<file path="src/rtl/alu_arbiter.sv">
// alu_arbiter: round-robin front end that lets two requesters share one
// external ALU. One operation is in flight at a time. Operands are held
// in registers for the ALU, the result is captured after ALU_LAT cycles,
// and it is then presented to the winning requester until that requester
// takes it.
module alu_arbiter #(
    parameter int ALU_LAT = 1
) (
    input  logic        clk,
    input  logic        reset,       // active-low, asynchronous
    input  logic [1:0]  req_valid,
    output logic [1:0]  req_ready,
    input  logic [15:0] req_opa,
    input  logic [15:0] req_opb,
    input  logic [5:0]  req_opcode,
    output logic [1:0]  rsp_valid,
    input  logic [1:0]  rsp_ready,
    output logic [7:0]  rsp_data,
    output logic [7:0]  alu_opa,
    output logic [7:0]  alu_opb,
    output logic [2:0]  alu_opcode,
    input  logic [7:0]  alu_result,
    output logic        busy
);

    typedef enum logic [1:0] {
        IDLE = 2'd0,
        EXEC = 2'd1,
        RESP = 2'd2
    } state_t;

    localparam logic [2:0] LAT_LOAD = 3'(ALU_LAT);

    state_t      state;
    state_t      state_nxt;

    logic [1:0]  grant;
    logic        accept;
    logic        grant_idx;
    logic        rsp_hs;

    // Arbitration bookkeeping: last_q is the requester granted most
    // recently, g_q owns the transaction currently in flight.
    logic        last_q;
    logic        g_q;
    logic [2:0]  cnt_q;

    // Stage 0: operands latched at accept and held for the ALU.
    logic [7:0]  opa_p0;
    logic [7:0]  opb_p0;
    logic [2:0]  opcode_p0;

    // Stage 1: ALU result captured once the latency has elapsed.
    logic [7:0]  rsp_data_p1;

    // One-hot grant in IDLE; on a tie the requester not granted last wins.
    always_comb begin
        grant = 2'b00;
        if (state == IDLE) begin
            case (req_valid)
                2'b01:   grant = 2'b01;
                2'b10:   grant = 2'b10;
                2'b11:   grant = last_q ? 2'b01 : 2'b10;
                default: grant = 2'b00;
            endcase
        end
    end

    // reset is active-low, so the grant is visible only while running.
    assign req_ready  = reset ? grant : 2'b00;
    assign accept     = |(req_valid & req_ready);
    assign grant_idx  = req_ready[1];

    // The response is offered only to the owner; the other rsp_ready bit
    // is never looked at.
    assign rsp_valid  = (state == RESP) ? (g_q ? 2'b10 : 2'b01) : 2'b00;
    assign rsp_hs     = (state == RESP) && rsp_ready[g_q];

    assign busy       = (state != IDLE);
    assign alu_opa    = opa_p0;
    assign alu_opb    = opb_p0;
    assign alu_opcode = opcode_p0;
    assign rsp_data   = rsp_data_p1;

    // Next-state logic for the IDLE -> EXEC -> RESP transaction sequence.
    always_comb begin
        state_nxt = state;
        case (state)
            IDLE: begin
                if (accept) begin
                    state_nxt = EXEC;
                end
            end
            EXEC: begin
                if (cnt_q == 3'd0) begin
                    state_nxt = RESP;
                end
            end
            RESP: begin
                // Returning to IDLE (not straight to a new accept) keeps
                // one dead cycle between a handshake and the next grant.
                if (rsp_hs) begin
                    state_nxt = IDLE;
                end
            end
            default: state_nxt = IDLE;
        endcase
    end

    // State register.
    always_ff @(posedge clk or negedge reset) begin
        if (!reset) begin
            state <= IDLE;
        end else begin
            state <= state_nxt;
        end
    end

    // Round-robin pointer, owner index and latency counter.
    always_ff @(posedge clk or negedge reset) begin
        if (!reset) begin
            last_q <= 1'b1;   // requester 0 wins the first tie
            g_q    <= 1'b0;
            cnt_q  <= 3'd0;
        end else begin
            if (accept) begin
                last_q <= grant_idx;
                g_q    <= grant_idx;
                cnt_q  <= LAT_LOAD;
            end else if ((state == EXEC) && (cnt_q != 3'd0)) begin
                cnt_q  <= cnt_q - 3'd1;
            end
        end
    end

    // Operand registers: load the winner's fields on accept and hold them
    // until the next accept so the ALU sees stable inputs.
    always_ff @(posedge clk or negedge reset) begin
        if (!reset) begin
            opa_p0    <= 8'd0;
            opb_p0    <= 8'd0;
            opcode_p0 <= 3'd0;
        end else if (accept) begin
            opa_p0    <= grant_idx ? req_opa[15:8]    : req_opa[7:0];
            opb_p0    <= grant_idx ? req_opb[15:8]    : req_opb[7:0];
            opcode_p0 <= grant_idx ? req_opcode[5:3]  : req_opcode[2:0];
        end
    end

    // Result register: capture the ALU output unmodified at the end of
    // EXEC and hold it through RESP.
    always_ff @(posedge clk or negedge reset) begin
        if (!reset) begin
            rsp_data_p1 <= 8'd0;
        end else if ((state == EXEC) && (cnt_q == 3'd0)) begin
            rsp_data_p1 <= alu_result;
        end
    end

endmodule

</file>
<file path="config.mk">
export PLATFORM = sky130hd
export DESIGN_NAME = alu_arbiter
export DESIGN_NICKNAME = d
export VERILOG_FILES = /design/src/rtl/alu_arbiter.sv
export SDC_FILE = /design/constraint.sdc
export NUM_CORES = 1
export LEC_CHECK = 0
export ABC_AREA = 1
export CAP_MARGIN = 10
export CORE_MARGIN = 5
export CORE_UTILIZATION = 41
export DETAILED_ROUTE_END_ITERATION = 8
export GPL_ROUTABILITY_DRIVEN = 0
export HOLD_SLACK_MARGIN = 0.02
export PLACE_DENSITY = 0.8
export SLEW_MARGIN = 10
export SYNTH_ARGS = -nofsm -noshare
export SYNTH_HDL_FRONTEND = slang
export SYNTH_SLANG_ARGS = --single-unit
</file>
<file path="constraint.sdc">
create_clock -name clk -period 1.7 [get_ports clk]
set_input_delay 0.255 -clock clk [delete_from_list [all_inputs] [get_ports clk]]
set_output_delay 0.255 -clock clk [all_outputs]
set_load 0.005 [all_outputs]
</file>
==> metrics <==
Critical Path Sink Type=output pin; Via density=4.72; crit path buf inv count=1; Synth area leaders=dfrtp_1 47%, nand2_1 19%, o21bai_1 8.0%, nand3_1 7.9%, inv_1 6.1%; crit-path max FO=4; die height=75.8 µm; worst setup path class=flip-flop to output pin; IO buf count=83; die area=5750 µm²; CP required=1440 ps; Area growth syn-to-layout=59.2%; drt pass-1 iters=4; Synth top area share=0.465; CP max stage delay=410 ps; Max Freq=616 MHz; TritonCTS clock tree=done; Longest Clk Path Bufs=2; fill cell count=373; most frequent cells after synthesis=89 x nand2_1, 33 x dfrtp_1, 29 x inv_1; core area=4260 µm²; GRT Total Usage=0.179; reg2reg path depth=7; worst min path class=primary input to async pin; min Tclk post-route=1620 ps; sequential share of the synthesized area=0.480; 1st-iter DRT viols=66; H-tree depth=2; Synthesized Nets=285; Async SR Flop Fraction=1.00; Routed WL per cell=12.6 µm; Post-Route WL=4.73 mm; clock buffer count from CTS=5; LEAKAGE=1.41 nW; Final nets=378; vias in the first global route=1781; vias post-DR=1780; Reg area=852 µm²; fin. max-slew vios=0; RR Endpoint=alu_opa[7]$_DFFE_PN0P_; RSZ-0062 raised after global routing=false; Tot Pwr=4.21 mW; FF-to-FF Start=state[1]$_DFFE_PN0P_; Hold Buf Count CTS=0; largest net degree at the start of global routing=35; Row Count=24; antenna violations before repair=0; Worst-Skew Late Latency=280 ps; Die Width=75.8 µm; ANT cells=0; synth warn=0; final hold viol count=0; largest area contributor in the netlist=dfrtp_1; Crit-path slowest cell=dfrtp_1; worst slew pin tran=431 ps; most frequent cell after synthesis=nand2_1; Final Setup Violations=0; IO Count=84; critical-path cell list=nor2_4, nand2_2, nor3b_2, dlygate4sd2_1; status=finished, final reports clean; clk sink count=34; Worst-path clk slew=70 ps; GRT overflow=0; Multi-input gate area=762 µm²; global-route wire length before repair=7.88 mm; final worst path period share=0.955; Max Cap Viol=0; share of cells above drive strength 1=0.102; Power per Cell Area=1490 nW/µm²; Post-synth EDFFs=0; Final Hold Slack=70.9 ps; #FFs+latches synth=34; Post-route DRC=0; Avg Inst Size Synth=7.69 µm²; Syn Inst Count=231; initial core utilization=0.416; setup_tns=0 ps; R2R setup slack=330 ps; Worst EP arrival=1370 ps; DPL Wire Length=3.52 mm; cell family with most CP delay=flip-flops; root buf cell=clkbuf_8; Synth cell types=18; Slew headroom=0.713; peak supply drop=692 µV; Top FF cell, synth=dfrtp_1; Worst setup SP type=flip-flop; Final ANT Viol Nets=0; Clock Skew=2.42 ps; Mapped Area=1780 µm²
[registers in the layout, indices dropped and copies added (netlist names)]
signal	flops
alu_opa	8
alu_opb	8
alu_opcode	3
cnt_q	3
g_q	1
last_q	1
rsp_data	8
state	2
[routing by layer]
layer / part of all wire / track usage
met5: 0 / 0
met2: 0.47 / 0.300
met3: 0.12 / 0.0831
met4: 0.0063 / 0.0408
met1: 0.41 / 0.208
[how the worst max path moves through the flow]
stage / cells after the start / slack, ps / endpoint / from
after CTS: 4 / 1 / busy / state[0]$_DFFE_PN0P_
after floorplan: 7 / 390 / rsp_data[0]$_DFFE_PN0P_ / cnt_q[0]$_DFFE_PN0P_
after detailed placement: 5 / -130 / req_ready[0] / req_valid[1]
final: 4 / 80 / req_ready[0] / state[1]$_DFFE_PN0P_
after global placement: 5 / -70 / req_ready[0] / req_valid[1]
after global routing: 4 / 6 / req_ready[0] / state[1]$_DFFE_PN0P_
[area by class of cell]
type / instances / area share
clock buffer: 8 / 0.0390
inverter: 31 / 0.0412
multi-input combinational: 156 / 0.270
sequential: 34 / 0.301
tap: 52 / 0.0230
timing repair buffer: 96 / 0.326
[placed cells by master, fill, tap and decap left out, types with 3 or more instances in the layout]
master / instances
nor2_4: 3
o21bai_1: 19
inv_2: 3
dfrtp_1: 33
nand3_1: 28
clkbuf_8: 8
nor2_1: 6
inv_1: 28
nand2_1: 88
o21ai_1: 4
clkdlybuf4s50_1: 77
dlygate4sd2_1: 4
buf_4: 13
[stage by stage]
step / util / worst slack [ps] / cell area [µm²] / instances
CTS: 0.659 / 1.42 / 2810 / 376
detailed placement: 0.633 / -132 / 2700 / 368
global placement: 0.633 / -65.8 / 2700 / 368
global route: 0.663 / 5.88 / 2830 / 377
floorplan: - / 391 / 1780 / 231
finish: 0.663 / 75.8 / 2830 / 377
[where the power goes]
part	leakage [nW]	switching (mW)	internal, mW
logic	0.934	0.974	1.11
clock network	0.0575	0.288	0.409
registers	0.418	0.223	1.21
[kinds of logic (layout without fill, tap and decap cells)]
family	after synthesis	after routing	share of synthesized area
buf+inv	41	135	0.0980
flops	34	34	0.480
compound gates	26	26	0.104
fa+ha+maj	2	2	0.0141
simple gates	128	128	0.304
[timing repair]
action                                 in CTS  in global routing
setup endpoints to repair                   4                  2
setup buffers                               0                  1
cloned                                      0                  0
pin swaps                                   1                  0
gates resized for setup                     7                  2
endpoints found under the hold margin       0                  0
Note: power is estimated with default switching activity, not from simulation.
==> variant 1, RTL diff (same settings) <==
Make the reset (`reset`) synchronous in 4 clocked blocks. Comments in the files are not updated.
--- a/src/rtl/alu_arbiter.sv
+++ b/src/rtl/alu_arbiter.sv
@@ -109,5 +109,5 @@
 
     // State register.
-    always_ff @(posedge clk or negedge reset) begin
+    always_ff @(posedge clk) begin
         if (!reset) begin
             state <= IDLE;
@@ -118,5 +118,5 @@
 
     // Round-robin pointer, owner index and latency counter.
-    always_ff @(posedge clk or negedge reset) begin
+    always_ff @(posedge clk) begin
         if (!reset) begin
             last_q <= 1'b1;   // requester 0 wins the first tie
@@ -136,5 +136,5 @@
     // Operand registers: load the winner's fields on accept and hold them
     // until the next accept so the ALU sees stable inputs.
-    always_ff @(posedge clk or negedge reset) begin
+    always_ff @(posedge clk) begin
         if (!reset) begin
             opa_p0    <= 8'd0;
@@ -150,5 +150,5 @@
     // Result register: capture the ALU output unmodified at the end of
     // EXEC and hold it through RESP.
-    always_ff @(posedge clk or negedge reset) begin
+    always_ff @(posedge clk) begin
         if (!reset) begin
             rsp_data_p1 <= 8'd0;
Formal check against the unedited RTL: differs if reset is asserted again (counterexample within 4 cycles, from zero or initial values and one cycle with reset low); with reset held inactive, the same outputs for 10 cycles.
==> variant 1 against the unedited design <==
Synthesized area grew 4.9%; critical path depth grew 1; sequential share of layout area shrank 6.6 points; wire length grew 4.4%; register-to-register slack lost 200 ps; synthesized cell count grew 27%; sequential cell count is the same; final area grew 2.8%; setup slack gained 12 ps; largest cell class unchanged; highest routed layer unchanged.
Power is not compared: it rests on default switching activity, and its combinational part moved more than twofold at a synthesized area within 25%.
==> variant 1: results (changes against the unedited design) <==
Status
  – Status: completed

Placed design
  – Pre-CTS setup slack: -187.3 ps (-55.14 ps)
  – DP Area: 2774 µm² (+2.8%)
  – Port Buffers: 83 (unchanged)
  – Placed insts: 426 (+16%)
  – DPL Wire Length: 3689 µm (+4.9%)

Detailed routing
  – WL met3: 321 µm (-43%)
  – First drt pass iteration count: 4 (unchanged)
  – WL/cell: 11.28 µm (-10%)
  – Wire length on met2: 2496 µm (+12%)
  – Vias after detailed routing: 1,955 (+9.8%)
  – Starting DRC count in detailed routing: 121 (+83%)
  – Routed length on met1: 2083 µm (+8.6%)

Synthesis
  – Synthesized instance count: 294 (+27%)
  – Ys async rst share: 0 (-1.000)
  – Sequential area share after synthesis: 0.3653 (-0.1146)
  – Mapped Nets: 348 (+22%)
  – Synth Area in Compound Gates: 0.09671 (-0.007590)
  – Leading register cell type out of synthesis: dfxtp_1
  – Post-synthesis adder-cell area fraction: 0.01343 (-0.0006626)
  – Synth top area cells: dfxtp_1 37%, nor2_1 16%, inv_1 9.9%, nand2_1 9.1%, nand3_1 5.9%
  – Multiplexer area fraction after synthesis: 0 (unchanged)
  – Post-synth top cells: 79 x nor2_1, 49 x inv_1, 45 x nand2_1, 34 x dfxtp_1, 22 x nand3_1
  – Xor/xnor cell area share of the yosys netlist: 0.004701 (+0.004701)
  – Distinct cells, synth: 27 (+9)

CTS
  – Total CTS buffers: 5 (unchanged)
  – CTS clk-pin slew, worst paths: 70 ps (about the same)
  – Post-CTS setup buffers: 4 (+4)
  – CTS resizes: 11 (+4)
  – CTS Root Cell: clkbuf_8
  – CTS H-Tree Depth: 2 (unchanged)

GRT
  – First-pass GRT wire length: 8459 µm (+7.4%)
  – Largest net degree at the start of global routing: 41 (+17%)
  – Vias in the first global route: 1,879 (+5.5%)
  – Global-route track usage on met2: 0.2946 (-0.005767)
  – Global-route met1 utilization: 0.2037 (-0.003875)
  – Initial antenna violation count: 0 (unchanged)
  – Met3 Usage GRT: 0.03935 (-0.04376)
  – Total GRT Usage: 0.1684 (-0.01043)

Setup path
  – Worst path max stage delay: 360 ps (-50 ps)
  – CP max stage cell: dfxtp_4
  – Reg-to-reg endpoint: alu_opa[3]
  – Crit path DAT: about 1400 ps
  – Largest fanout on the critical path: 3 (-1)
  – Worst Setup SP: state[0]
  – Worst reg2reg setup slack: 130 ps (-200 ps)
  – FF-to-FF path depth: 9 (+2)
  – Cell family with most CP delay: buffers and inverters

Finish
  – Antenna Cells: 0 (unchanged)
  – FILL cells: 399 (+7.0%)
  – Post-Layout Cell Count: 438 (+16%)
  – Most common cell after layout, fill and taps aside: nor2_1
  – Layout cells sized above 1: 0.09585 (-0.005684)

Timing
  – Clock skew: 6.348 ps (+3.932 ps)
  – Slew headroom: 0.8175 (+0.1045)
  – Period utilisation layout: 0.9482 (-0.007259)

Worst hold path
  – Hold WC Path Type: flip-flop to flip-flop
  – Hold Path Cell Cnt: 2
==> variant 1: changes by cell type after synthesis, moves of 6 or more <==
cell,before,now
o21ai_1,4,10
inv_1,29,49
nor2_1,6,79
nand3_1,28,22
dfrtp_1,33,0
dfxtp_1,0,34
o21bai_1,19,0
nand2_1,89,45
o21ai_0,1,17
==> variant 1: layout make-up <==
class | count | area (µm²) | area share
clock buffers | 7 | 86.33 | 0.02970
flip-flops and latches | 34 | 685.7 | 0.2359
clock inverters | 1 | 5.005 | 0.001722
well taps | 52 | 65.06 | 0.02238
repair buffers | 100 | 982.2 | 0.3379
inverters | 50 | 187.7 | 0.06457
multi-input cells | 194 | 894.6 | 0.3078
==> variant 1: worst min-delay path by stage <==
stage	from	slack [ps]	endpoint
finish	cnt_q[1]	470	cnt_q[1]
global route	cnt_q[1]	500	cnt_q[1]
CTS	cnt_q[1]	470	cnt_q[1]
detailed placement	cnt_q[1]	460	cnt_q[1]
global placement	cnt_q[1]	450	cnt_q[1]
floorplan	alu_result[0]	390	rsp_data[0]
==> variant 2, RTL diff (same flow settings) <==
Made on the original files. Encoding of `state_t`: now one-hot (3 bits for 3 states).
--- a/src/rtl/alu_arbiter.sv
+++ b/src/rtl/alu_arbiter.sv
@@ -24,8 +24,8 @@
 );
 
-    typedef enum logic [1:0] {
-        IDLE = 2'd0,
-        EXEC = 2'd1,
-        RESP = 2'd2
+    typedef enum logic [2:0] {
+        IDLE = 3'b001,
+        EXEC = 3'b010,
+        RESP = 3'b100
     } state_t;
 
Behaviour: same outputs for any inputs over 10 cycles, from zero or initial values and one cycle with reset low; not proved beyond that.
==> variant 2 against the unedited design <==
Setup slack got worse by 29 ps; sequential cell count grew 1; clock power decreased by 10%; wire length is 5.2% higher; largest power group unchanged; highest routed layer unchanged; global-route usage is 1.5 points higher; register-to-register slack worse by 200 ps; total power is 0.21% lower; die area barely moved; clock skew rose by 7.8 ps; synthesized area about the same; via count is 2.7% higher; largest cell class unchanged; final area is 0.49% higher.
==> variant 2: results (changes against the unedited design) <==
Synthesis
  – Avg Inst Size Synth: 7.362 µm² (-4.2%)
  – Distinct cells, synth: 21 (+3)
  – Post-synth top cells: 128 x nand2_1, 33 x dfrtp_1, 14 x o21ai_0, 13 x inv_1, 12 x nand3_1
  – Sequential area share after synthesis: 0.4951 (+0.01515)
  – Mapped Nets: 295 (+3.5%)
  – Synth top area cells: dfrtp_1 47%, nand2_1 27%, o21ai_0 3.9%, nand3_1 3.4%, dfstp_2 3.0%

Placed design
  – DPL Wire Length: 3675 µm (+4.5%)
  – DP Area: 2694 µm² (-0.19%)
  – Placed insts: 379 (+3.0%)

Status
  – Status: completed

Detailed routing
  – Vias per cell: 4.687 (-0.73%)
  – WL/cell: 12.77 µm (+1.7%)
  – Starting DRC count in detailed routing: 63 (-4.5%)
  – Wire length on met2: 2556 µm (+15%)
  – WL met3: 302 µm (-46%)
  – Routed length on met1: 1967 µm (+2.6%)

Setup path
  – Reg-to-reg endpoint: alu_opcode[0]
  – Worst R2R Start: state[0]
  – Worst reg2reg setup slack: 130 ps (-200 ps)
  – Worst path max stage delay: 600 ps (+190 ps)

Finish
  – Fin nets: 391 (+3.4%)
  – FILL cells: 376 (+0.80%)
  – Layout cells sized above 1: 0.1154 (+0.01385)

Pwr
  – Pwr Total: 4.204 mW (-0.21%)
  – Pleak: 1.431 nW (+1.5%)
  – VDD IR max: 0.0007266 V (+5.1%)
  – Clock share of power: 0.148 (-0.017)
  – Sequential power: 1.47 mW (+3%)

CTS
  – Post-CTS setup buffers: 2 (+2)
  – CTS hold repair buffers: 1 (+1)
  – CTS resizes: 12 (+5)

Timing
  – Clock skew: 10.18 ps (+7.768 ps)
  – Actual slew at the worst max-slew pin: 400.3 ps (-30.21 ps)
  – Fin Hold WS: 422.0 ps (+351.1 ps)

GRT
  – Global-route track usage on met2: 0.3184 (+0.01806)
  – Vias in the first global route: 1,777 (-0.22%)
  – First-pass GRT wire length: 8148 µm (+3.4%)
  – Met3 Usage GRT: 0.05805 (-0.02507)
  – Global-route met1 utilization: 0.2205 (+0.01290)
  – Total GRT Usage: 0.1937 (+0.01497)
  – Largest net degree at the start of global routing: 21 (-40%)

Worst hold path
  – Hold WC Path Type: input port to flip-flop
variant 2: worst max path at each step:
| stage | endpoint | slack (ps) | depth (start not counted) |
|---|---|---|---|
| 4_1_cts | rsp_valid[1] | -180 | 5 |
| 6_report | req_ready[1] | 50 | 4 |
| 3_5_place_dp | req_ready[1] | -130 | 5 |
| 2_1_floorplan | rsp_data[0] | 410 | 8 |
| 3_3_place_gp | req_ready[1] | -130 | 5 |
| 5_1_grt | req_ready[1] | 5 | 4 |
variant 2: area by class of cell:
| type | instances | area share |
|---|---|---|
| timing repair buffer | 99 | 0.3317 |
| clock buffer | 7 | 0.03040 |
| inverter | 17 | 0.02335 |
| tap | 52 | 0.02291 |
| multi-input combinational | 179 | 0.2806 |
| sequential | 35 | 0.3093 |
| clock inverter | 1 | 0.001762 |
variant 2: cell families after synthesis:
group           Yosys count  share of synthesized area
buf+inv                  27                    0.07616
fa+ha+maj                 2                    0.01410
simple gates            152                     0.3378
compound gates           25                    0.07687
flops                    35                     0.4951
